===== src/rtl/piso_pkg.sv =====
// piso_pkg: shared state encoding, default width and counter sizing for piso_word_reader.
package piso_pkg;
    typedef enum logic [1:0] {IDLE, SHIFT, PAR} state_e;
    localparam int PISO_DEFAULT_WIDTH = 8;
    function automatic int cnt_width(input int w);
        return $clog2(w + 1);
    endfunction
endpackage


===== src/rtl/piso_stage.sv =====
// piso_stage: one bit of the shift register with parallel load and shift-enable mux.
module piso_stage (
    input  logic clk,
    input  logic rst_n,
    input  logic load_i,
    input  logic shift_i,
    input  logic d_i,
    input  logic s_i,
    output logic q_o
);
    logic q_q;
    always_ff @(posedge clk or negedge rst_n) begin
        if (!rst_n)       q_q <= 1'b0;
        else if (load_i)  q_q <= d_i;
        else if (shift_i) q_q <= s_i;
    end
    assign q_o = q_q;
endmodule


===== src/rtl/piso_word_reader.sv =====
// piso_word_reader: parallel-in serial-out reader with valid/ready on both sides.
// Define PISO_PARITY_EN to append an even-parity beat after the data bits.
module piso_word_reader
    import piso_pkg::*;
#(
    parameter int WIDTH     = PISO_DEFAULT_WIDTH,
    parameter bit LSB_FIRST = 1'b0
) (
    input  logic             clk,
    input  logic             rst_n,
    input  logic             load_valid_i,
    output logic             load_ready_o,
    input  logic [WIDTH-1:0] load_data_i,
    output logic             sout_o,
    output logic             sout_valid_o,
    input  logic             sout_ready_i,
    output logic             busy_o,
    output logic             done_o
);
    localparam int CW = cnt_width(WIDTH);
    state_e           state_q, state_d;
    logic [CW-1:0]    cnt_q, cnt_d;
    logic             done_q, done_d;
    logic             load, shift, data_bit;
    logic [WIDTH-1:0] sr_q, sr_in;
    assign sr_in = LSB_FIRST ? {1'b0, sr_q[WIDTH-1:1]} : {sr_q[WIDTH-2:0], 1'b0};
    for (genvar i = 0; i < WIDTH; i++) begin : g_stage
        piso_stage u_stage (
            .clk    (clk),
            .rst_n  (rst_n),
            .load_i (load),
            .shift_i(shift),
            .d_i    (load_data_i[i]),
            .s_i    (sr_in[i]),
            .q_o    (sr_q[i])
        );
    end
    assign data_bit = LSB_FIRST ? sr_q[0] : sr_q[WIDTH-1];
`ifdef PISO_PARITY_EN
    localparam state_e LAST_NEXT = PAR;
    logic par_q;
    always_ff @(posedge clk or negedge rst_n) begin
        if (!rst_n)    par_q <= 1'b0;
        else if (load) par_q <= ^load_data_i;
    end
    assign sout_o = (state_q == PAR) ? par_q : data_bit;
`else
    localparam state_e LAST_NEXT = IDLE;
    assign sout_o = data_bit;
`endif
    always_ff @(posedge clk or negedge rst_n) begin
        if (!rst_n) begin
            state_q <= IDLE;
            cnt_q   <= '0;
            done_q  <= 1'b0;
        end else begin
            state_q <= state_d;
            cnt_q   <= cnt_d;
            done_q  <= done_d;
        end
    end
    always_comb begin
        state_d = state_q;
        cnt_d   = cnt_q;
        done_d  = 1'b0;
        load    = 1'b0;
        shift   = 1'b0;
        case (state_q)
            IDLE: begin
                load = load_valid_i;
                if (load_valid_i) begin
                    state_d = SHIFT;
                    cnt_d   = '0;
                end
            end
            SHIFT: begin
                if (sout_ready_i) begin
                    shift = 1'b1;
                    cnt_d = cnt_q + CW'(1);
                    if (cnt_q == CW'(WIDTH - 1)) begin
                        state_d = LAST_NEXT;
                        done_d  = (LAST_NEXT == IDLE);
                    end
                end
            end
            default: begin
                if (sout_ready_i) begin
                    state_d = IDLE;
                    done_d  = 1'b1;
                end
            end
        endcase
    end
    assign load_ready_o = (state_q == IDLE);
    assign busy_o       = (state_q != IDLE);
    assign sout_valid_o = (state_q != IDLE);
    assign done_o       = done_q;
endmodule

===== config.mk =====
export PLATFORM = sky130hd
export DESIGN_NAME = piso_word_reader
export DESIGN_NICKNAME = d
export VERILOG_FILES = /design/src/rtl/piso_pkg.sv /design/src/rtl/piso_stage.sv /design/src/rtl/piso_word_reader.sv
export SDC_FILE = /design/constraint.sdc
export NUM_CORES = 1
export LEC_CHECK = 0
export CELL_PAD_IN_SITES_DETAIL_PLACEMENT = 0
export CELL_PAD_IN_SITES_GLOBAL_PLACEMENT = 1
export CORE_ASPECT_RATIO = 0.9
export CORE_UTILIZATION = 36
export CTS_BUF_LIST = sky130_fd_sc_hd__clkbuf_16
export CTS_CLUSTER_SIZE = 30
export DETAILED_ROUTE_END_ITERATION = 7
export PLACE_DENSITY = 0.86
export SLEW_MARGIN = 20
export SYNTH_ARGS = -nofsm -noshare
export SYNTH_HDL_FRONTEND = slang
export SYNTH_SLANG_ARGS = --single-unit

===== constraint.sdc =====
create_clock -name clk -period 1.6 [get_ports clk]
set_clock_uncertainty 0.2 [all_clocks]
set_input_delay 0.24 -clock clk [delete_from_list [all_inputs] [get_ports clk]]
set_output_delay 0.24 -clock clk [all_outputs]
set_load 0.005 [all_outputs]

==> flow_metrics.tcl, run 1 <==
set metrics [dict create \
    p_clk_share_pct 29.6 \
    drt-total-wl_um 1430 \
    gp_congestion 0.699 \
    crit_slowest_cell "dfrtp_1" \
    netlist_area_sq_um 732 \
    ys_types 19 \
    drc_errors 0 \
    cp_cell_sequence "buf_4 -> inv_2 -> dlygate4sd2_1" \
    critPathMaxFanout 5 \
    relSlewSlack_pct 80.9 \
    p_sw_share_pct 29.9 \
    antenna_left 0 \
    grt_pass1_vias 510 \
    synthCells 71 \
    end_kind "output pin" \
    intPower_mw 1.11 \
    critPathBufInv 3 \
    nets 108 \
    die-area_sq_mm 0.00222 \
    io_buffers 16 \
    initial_core_util_pct 38.2 \
    synth-seq-cells 14 \
    dp_slack_ns -0.143 \
    max_freq_mhz 643 \
    ys_seq_area_share_pct 47.9 \
    core_area_sq_mm 0.00191 \
    postCtsHoldBufs 0 \
    antennaDiodeCount 0 \
    cts_sinks 14 \
    dr.first_iter.drc_count 4 \
    worstSetupPathType "register to output pin" \
    syn_avg_cell_area_sq_um 10.3 \
    die_height_um 44.8 \
    antenna_found_initial 0 \
    setup_ws_ns 0.0440 \
    area_growth_pct 41.4 \
    slew_violations 0 \
    h-tree-depth 1 \
    wl_per_cell_um 12.2 \
    vias 567 \
    cts_root_buf "clkbuf_16" \
    grt_start_max_net_pins 19 \
    drive_above_1_share_pct 12.9 \
    worstPathRequired_ns 1.16 \
    slowest_delay_ns 0.39 \
    rows 15 \
    hold_path_class "input pin to asynchronous set/reset pin" \
    ir_worst_vdd_mv 0.724 \
    synth_nets 84 \
    yosys_warnings 0 \
    postLayoutCoreUtil_pct 54.1 \
    p_total_mw 1.58 \
    tns_ns 0 \
    clkLatencyLatePin_ns 0.24 \
    min_period_over_period_pct 97.3 \
    combPwrFrac_pct 30.7 \
    num-fill-cells 186 \
    power_frac_seq_pct 39.7 \
    period_minus_slack_ns 1.56 \
    drtPass1Iterations 2 \
    ios 17 \
    dp_hpwl_um 963 \
    final_cells 118 \
    setup_viol 0 \
    outcome "complete, no violations" \
    path_clk_slew_ns 0.05 \
    overflow 0 \
    p_leak_nw 0.468 \
    numCtsBuffers 3 \
    grt_pass1_wl_um 2360 \
    viasPerCell 4.81 \
    multi_input_area_sq_um 342 \
    grt_setup_unrepaired "false" \
    placed_area_sq_um 952 \
    seq_area_sq_um 350 \
    die_w_um 49.5 \
    grt_util_all_layers_pct 14.7 \
    crit_path_start_kind "register" \
    arrival_ns 1.12 \
    hold_violations 0 \
    tightest_slew_ns 0.285 \
    numPlacedInstances 114 \
    powerDensity_mw_per_mm2 1530 \
    switchingPower_mw 0.473 \
    design_area_sq_mm 0.00103 \
    hold_ws_ns 0.106 \
    drv_cap 0 \
    cts_tree "done" \
    critical_path.top_delay_family "buffers and inverters" \
    clock_path_buffers 2 \
]
logic make-up (layout without fill, tap and decap cells):
group / count (synthesis) / in the layout / share of synthesized area, %
compound gates: 19 / 19 / 15.6
fa+ha+maj: 1 / 1 / 1.71
mux: 9 / 9 / 12.3
xor+xnor: 3 / 3 / 3.59
simple gates: 19 / 19 / 13.5
flops: 14 / 14 / 47.9
buf+inv: 6 / 28 / 5.47
placed cells by master (no fill, tap or decap):
cell             instances
dfrtp_1                 14
clkdlybuf4s50_1         13
mux2i_1                  9
nand2_1                  8
a211oi_1                 7
a21oi_1                  7
buf_4                    7
and2b_1                  5
o21ai_0                  4
clkbuf_16                3
xor2_1                   2
nor2_1                   2
nor2b_1                  2
dlygate4sd2_1            2
inv_2                    1
nand4_1                  1
o22ai_1                  1
xnor2_1                  1
nor3_1                   1
ha_1                     1
dlymetal6s2s_1           1
buf_12                   1
registers in the layout (all words and copies together), names as in the netlist:
signal / flops
state_q: 1
done_o: 1
cnt_q: 4
g_stage.u_stage.q_o: 8
path summary, 6_finish.rpt:
path	startpoint	end	slack (ns)	cells past startpoint
max	state_q[0]	load_ready_o	0.04	3
min	rst_n	cnt_q[3]	0.11	2
max reg2reg	state_q[0]	cnt_q[2]	0.31	5
min reg2reg	cnt_q[3]	done_o	0.30	1
max in group asynchronous	rst_n	cnt_q[2]	0.93	2
min in group clk	cnt_q[3]	done_o	0.30	1
power groups by stage:
stage	sequential [mW]	clock [mW]	combinational [mW]
4_1_cts	0.631	0.482	0.488
3_3_place_gp	0.629	0	0.475
6_report	0.628	0.467	0.486
5_1_grt	0.653	0.500	0.543
2_1_floorplan	0.603	0	0.327
3_5_place_dp	0.634	0	0.489
repair_timing:
action / in CTS / in global routing
setup buffers: 0 / 1
endpoints found under the setup margin: 1 / 1
resized for setup: 3 / 1
cell type report:
cell class | instances | area share, %
flip-flops and latches | 14 | 33.9
multi-input cells | 51 | 33.0
repair buffers | 24 | 22.5
clock buffers | 3 | 7.26
well taps | 25 | 3.02
inverters | 1 | 0.363
metal layers:
layer  wire length, um  GRT usage, %  vias to the layer above
li1                  -             -                      297
met1               760          20.0                      260
met2               633          22.2                        8
met3                25          2.02                        2
met4                14          10.3                        0
met5                 0             0                        -
synthesized netlist by cell type:
cell type / instances / area, sq um
xor2_1: 2 / 17.5
buf_2: 2 / 10.0
mux2i_1: 9 / 90.1
xnor2_1: 1 / 8.76
dfrtp_1: 14 / 350
nor2b_1: 2 / 12.5
o22ai_1: 1 / 6.26
o21ai_0: 4 / 20.0
buf_6: 1 / 11.3
a211oi_1: 7 / 52.6
nand2_1: 8 / 30.0
nand4_1: 1 / 6.26
a21oi_1: 7 / 35.0
ha_1: 1 / 12.5
and2b_1: 5 / 37.5
nor2_1: 2 / 7.51
nor3_1: 1 / 5.00
buf_4: 2 / 15.0
inv_1: 1 / 3.75
No activity file was read; power rests on OpenSTA's default activity.
==> run 2, diff against run 1 <==
Settings changed: CORE_MARGIN from default to 4.
==> run 2 against run 1 <==
Net effect:
- sequential power grew 1%
- utilization shrank 0.40 points
- clock power is essentially flat
- global-route usage shrank 3.4 points
- critical path depth shrank 2
- sequential cell count is the same
- die area grew 27%
- wire length grew 0.35%
- first-iteration DRC count grew 100%
- critical path type unchanged
- critical endpoint is now sout_o
- largest power group unchanged
==> flow_metrics.tcl, run 2 (synthesis gave the netlist of run 1 again) <==
set metrics [dict create \
    hold_violations 0 \
    setup_viol 0 \
    p_sw_share_pct 30.0 \
    clock_path_buffers 2 \
    ios 17 \
    arrival_ns 1.10 \
    p_clk_share_pct 29.5 \
    end_kind "output pin" \
    tightest_slew_ns 0.320 \
    period_minus_slack_ns 1.54 \
    cts_sinks 14 \
    combPwrFrac_pct 30.6 \
    num-fill-cells 175 \
    die_height_um 50.8 \
    clkLatencyLatePin_ns 0.24 \
    final_common_cell "dfrtp_1" \
    grt_setup_unrepaired "false" \
    power_frac_seq_pct 39.9 \
    antenna_found_initial 0 \
    antennaDiodeCount 0 \
    dr.first_iter.drc_count 8 \
    drive_above_1_share_pct 11.8 \
    postCtsHoldBufs 0 \
    relSlewSlack_pct 78.7 \
    drtPass1Iterations 4 \
    viasPerCell 4.94 \
    crit_path_start_kind "register" \
    grt_start_max_net_pins 19 \
    antenna_left 0 \
    drt-total-wl_um 1440 \
    die-area_sq_mm 0.00282 \
    mostFrequentLayoutCells "dfrtp_1, clkdlybuf4s50_1, mux2i_1" \
    io_buffers 16 \
    seq_area_sq_um 350 \
    final_cells 118 \
    worstPathRequired_ns 1.16 \
    largest_register_ffs 8 \
    switchingPower_mw 0.477 \
    dp_hpwl_um 1030 \
    multi_input_area_sq_um 342 \
    critPathMaxFanout 3 \
    die_w_um 55.5 \
    cts_root_buf "clkbuf_16" \
    grt_util_all_layers_pct 11.3 \
    vias 583 \
    slowest_delay_ns 0.51 \
    core_area_sq_mm 0.00193 \
    rows 15 \
    initial_core_util_pct 37.9 \
    design_area_sq_mm 0.00104 \
    slew_violations 0 \
    worstSetupPathType "register to output pin" \
    min_period_over_period_pct 96.2 \
    placed_area_sq_um 945 \
    h-tree-depth 1 \
    critPathBufInv 1 \
    crit_slowest_cell "clkdlybuf4s50_1" \
    outcome "complete, no violations" \
    p_leak_nw 0.477 \
    critical_path.top_delay_family "buffers and inverters" \
    powerDensity_mw_per_mm2 1530 \
    cts_tree "done" \
    intPower_mw 1.11 \
    wl_per_cell_um 12.2 \
    area_growth_pct 41.7 \
    ir_worst_vdd_mv 0.686 \
    path_clk_slew_ns 0.05 \
    nets 107 \
    max_freq_mhz 650 \
    hold_path_class "input pin to asynchronous set/reset pin" \
    grt_pass1_wl_um 2420 \
    gp_congestion 0.716 \
    grt_pass1_vias 535 \
    drv_cap 0 \
    overflow 0 \
    numPlacedInstances 113 \
    drc_errors 0 \
    cp_cell_sequence "clkdlybuf4s50_1" \
    numCtsBuffers 3 \
]
run 2: changes by cell type in the layout (fill, tap and decap cells not counted), sizes merged:
cell / delta
clkdlybuf4s50: -1
dlygate4sd2: -1
buf: -1
clkinv: +1
dlymetal6s2s: +2
run 2: through the flow:
stage                     setup TNS [ns]  worst slack, ns  hold WS, ns  util [%]  total power, mW
final                                  0           0.0611        0.110      53.7             1.59
after global routing                   0           0.0188        0.123      53.7             1.71
after CTS                              0          0.00481        0.112      53.3             1.61
after detailed placement           -1.50           -0.153        0.302      48.9             1.13
after global placement             -1.20           -0.130        0.307      48.9             1.10
after floorplan                        0            0.351       -0.256         -            0.930
run 2: area by class of cell:
| class | count | area share (%) |
|---|---|---|
| sequential | 14 | 33.8 |
| clock buffer | 3 | 7.24 |
| tap | 25 | 3.02 |
| multi-input combinational | 51 | 32.9 |
| timing repair buffer | 23 | 22.3 |
| inverter | 1 | 0.362 |
| clock inverter | 1 | 0.362 |
run 2: per-layer routing:
metal / vias up / track usage [%] / wire length [um]
met5: - / 0 / 0
met4: 0 / 8.50 / 42
met3: 4 / 2.57 / 45
met2: 10 / 15.2 / 643
met1: 278 / 15.6 / 709
li1: 291 / - / -
run 2: power groups by stage:
stage	combinational (mW)	clock, mW	sequential (mW)
2_1_floorplan	0.327	0	0.603
3_3_place_gp	0.475	0	0.630
3_5_place_dp	0.489	0	0.640
4_1_cts	0.497	0.481	0.636
5_1_grt	0.553	0.493	0.659
6_report	0.486	0.468	0.634
run 2: path summary, 6_finish.rpt:
| path | startpoint | to | slack [ns] | cells after the start |
|---|---|---|---|---|
| setup / recovery | g_stage[7].u_stage.q_o | sout_o | 0.06 | 1 |
| hold / removal | rst_n | cnt_q[3] | 0.11 | 2 |
| setup reg to reg | state_q[0] | state_q[0] | 0.31 | 4 |
| hold reg to reg | cnt_q[3] | done_o | 0.30 | 1 |
| max in group asynchronous | rst_n | g_stage[4].u_stage.q_o | 0.92 | 2 |
| min in group clk | cnt_q[3] | done_o | 0.30 | 1 |
run 2: what timing repair did:
action / 4_1_cts / 5_1_grt
endpoints found under the setup margin: 1 / 5
gates resized for setup: 2 / 3
setup buffers: 1 / 0
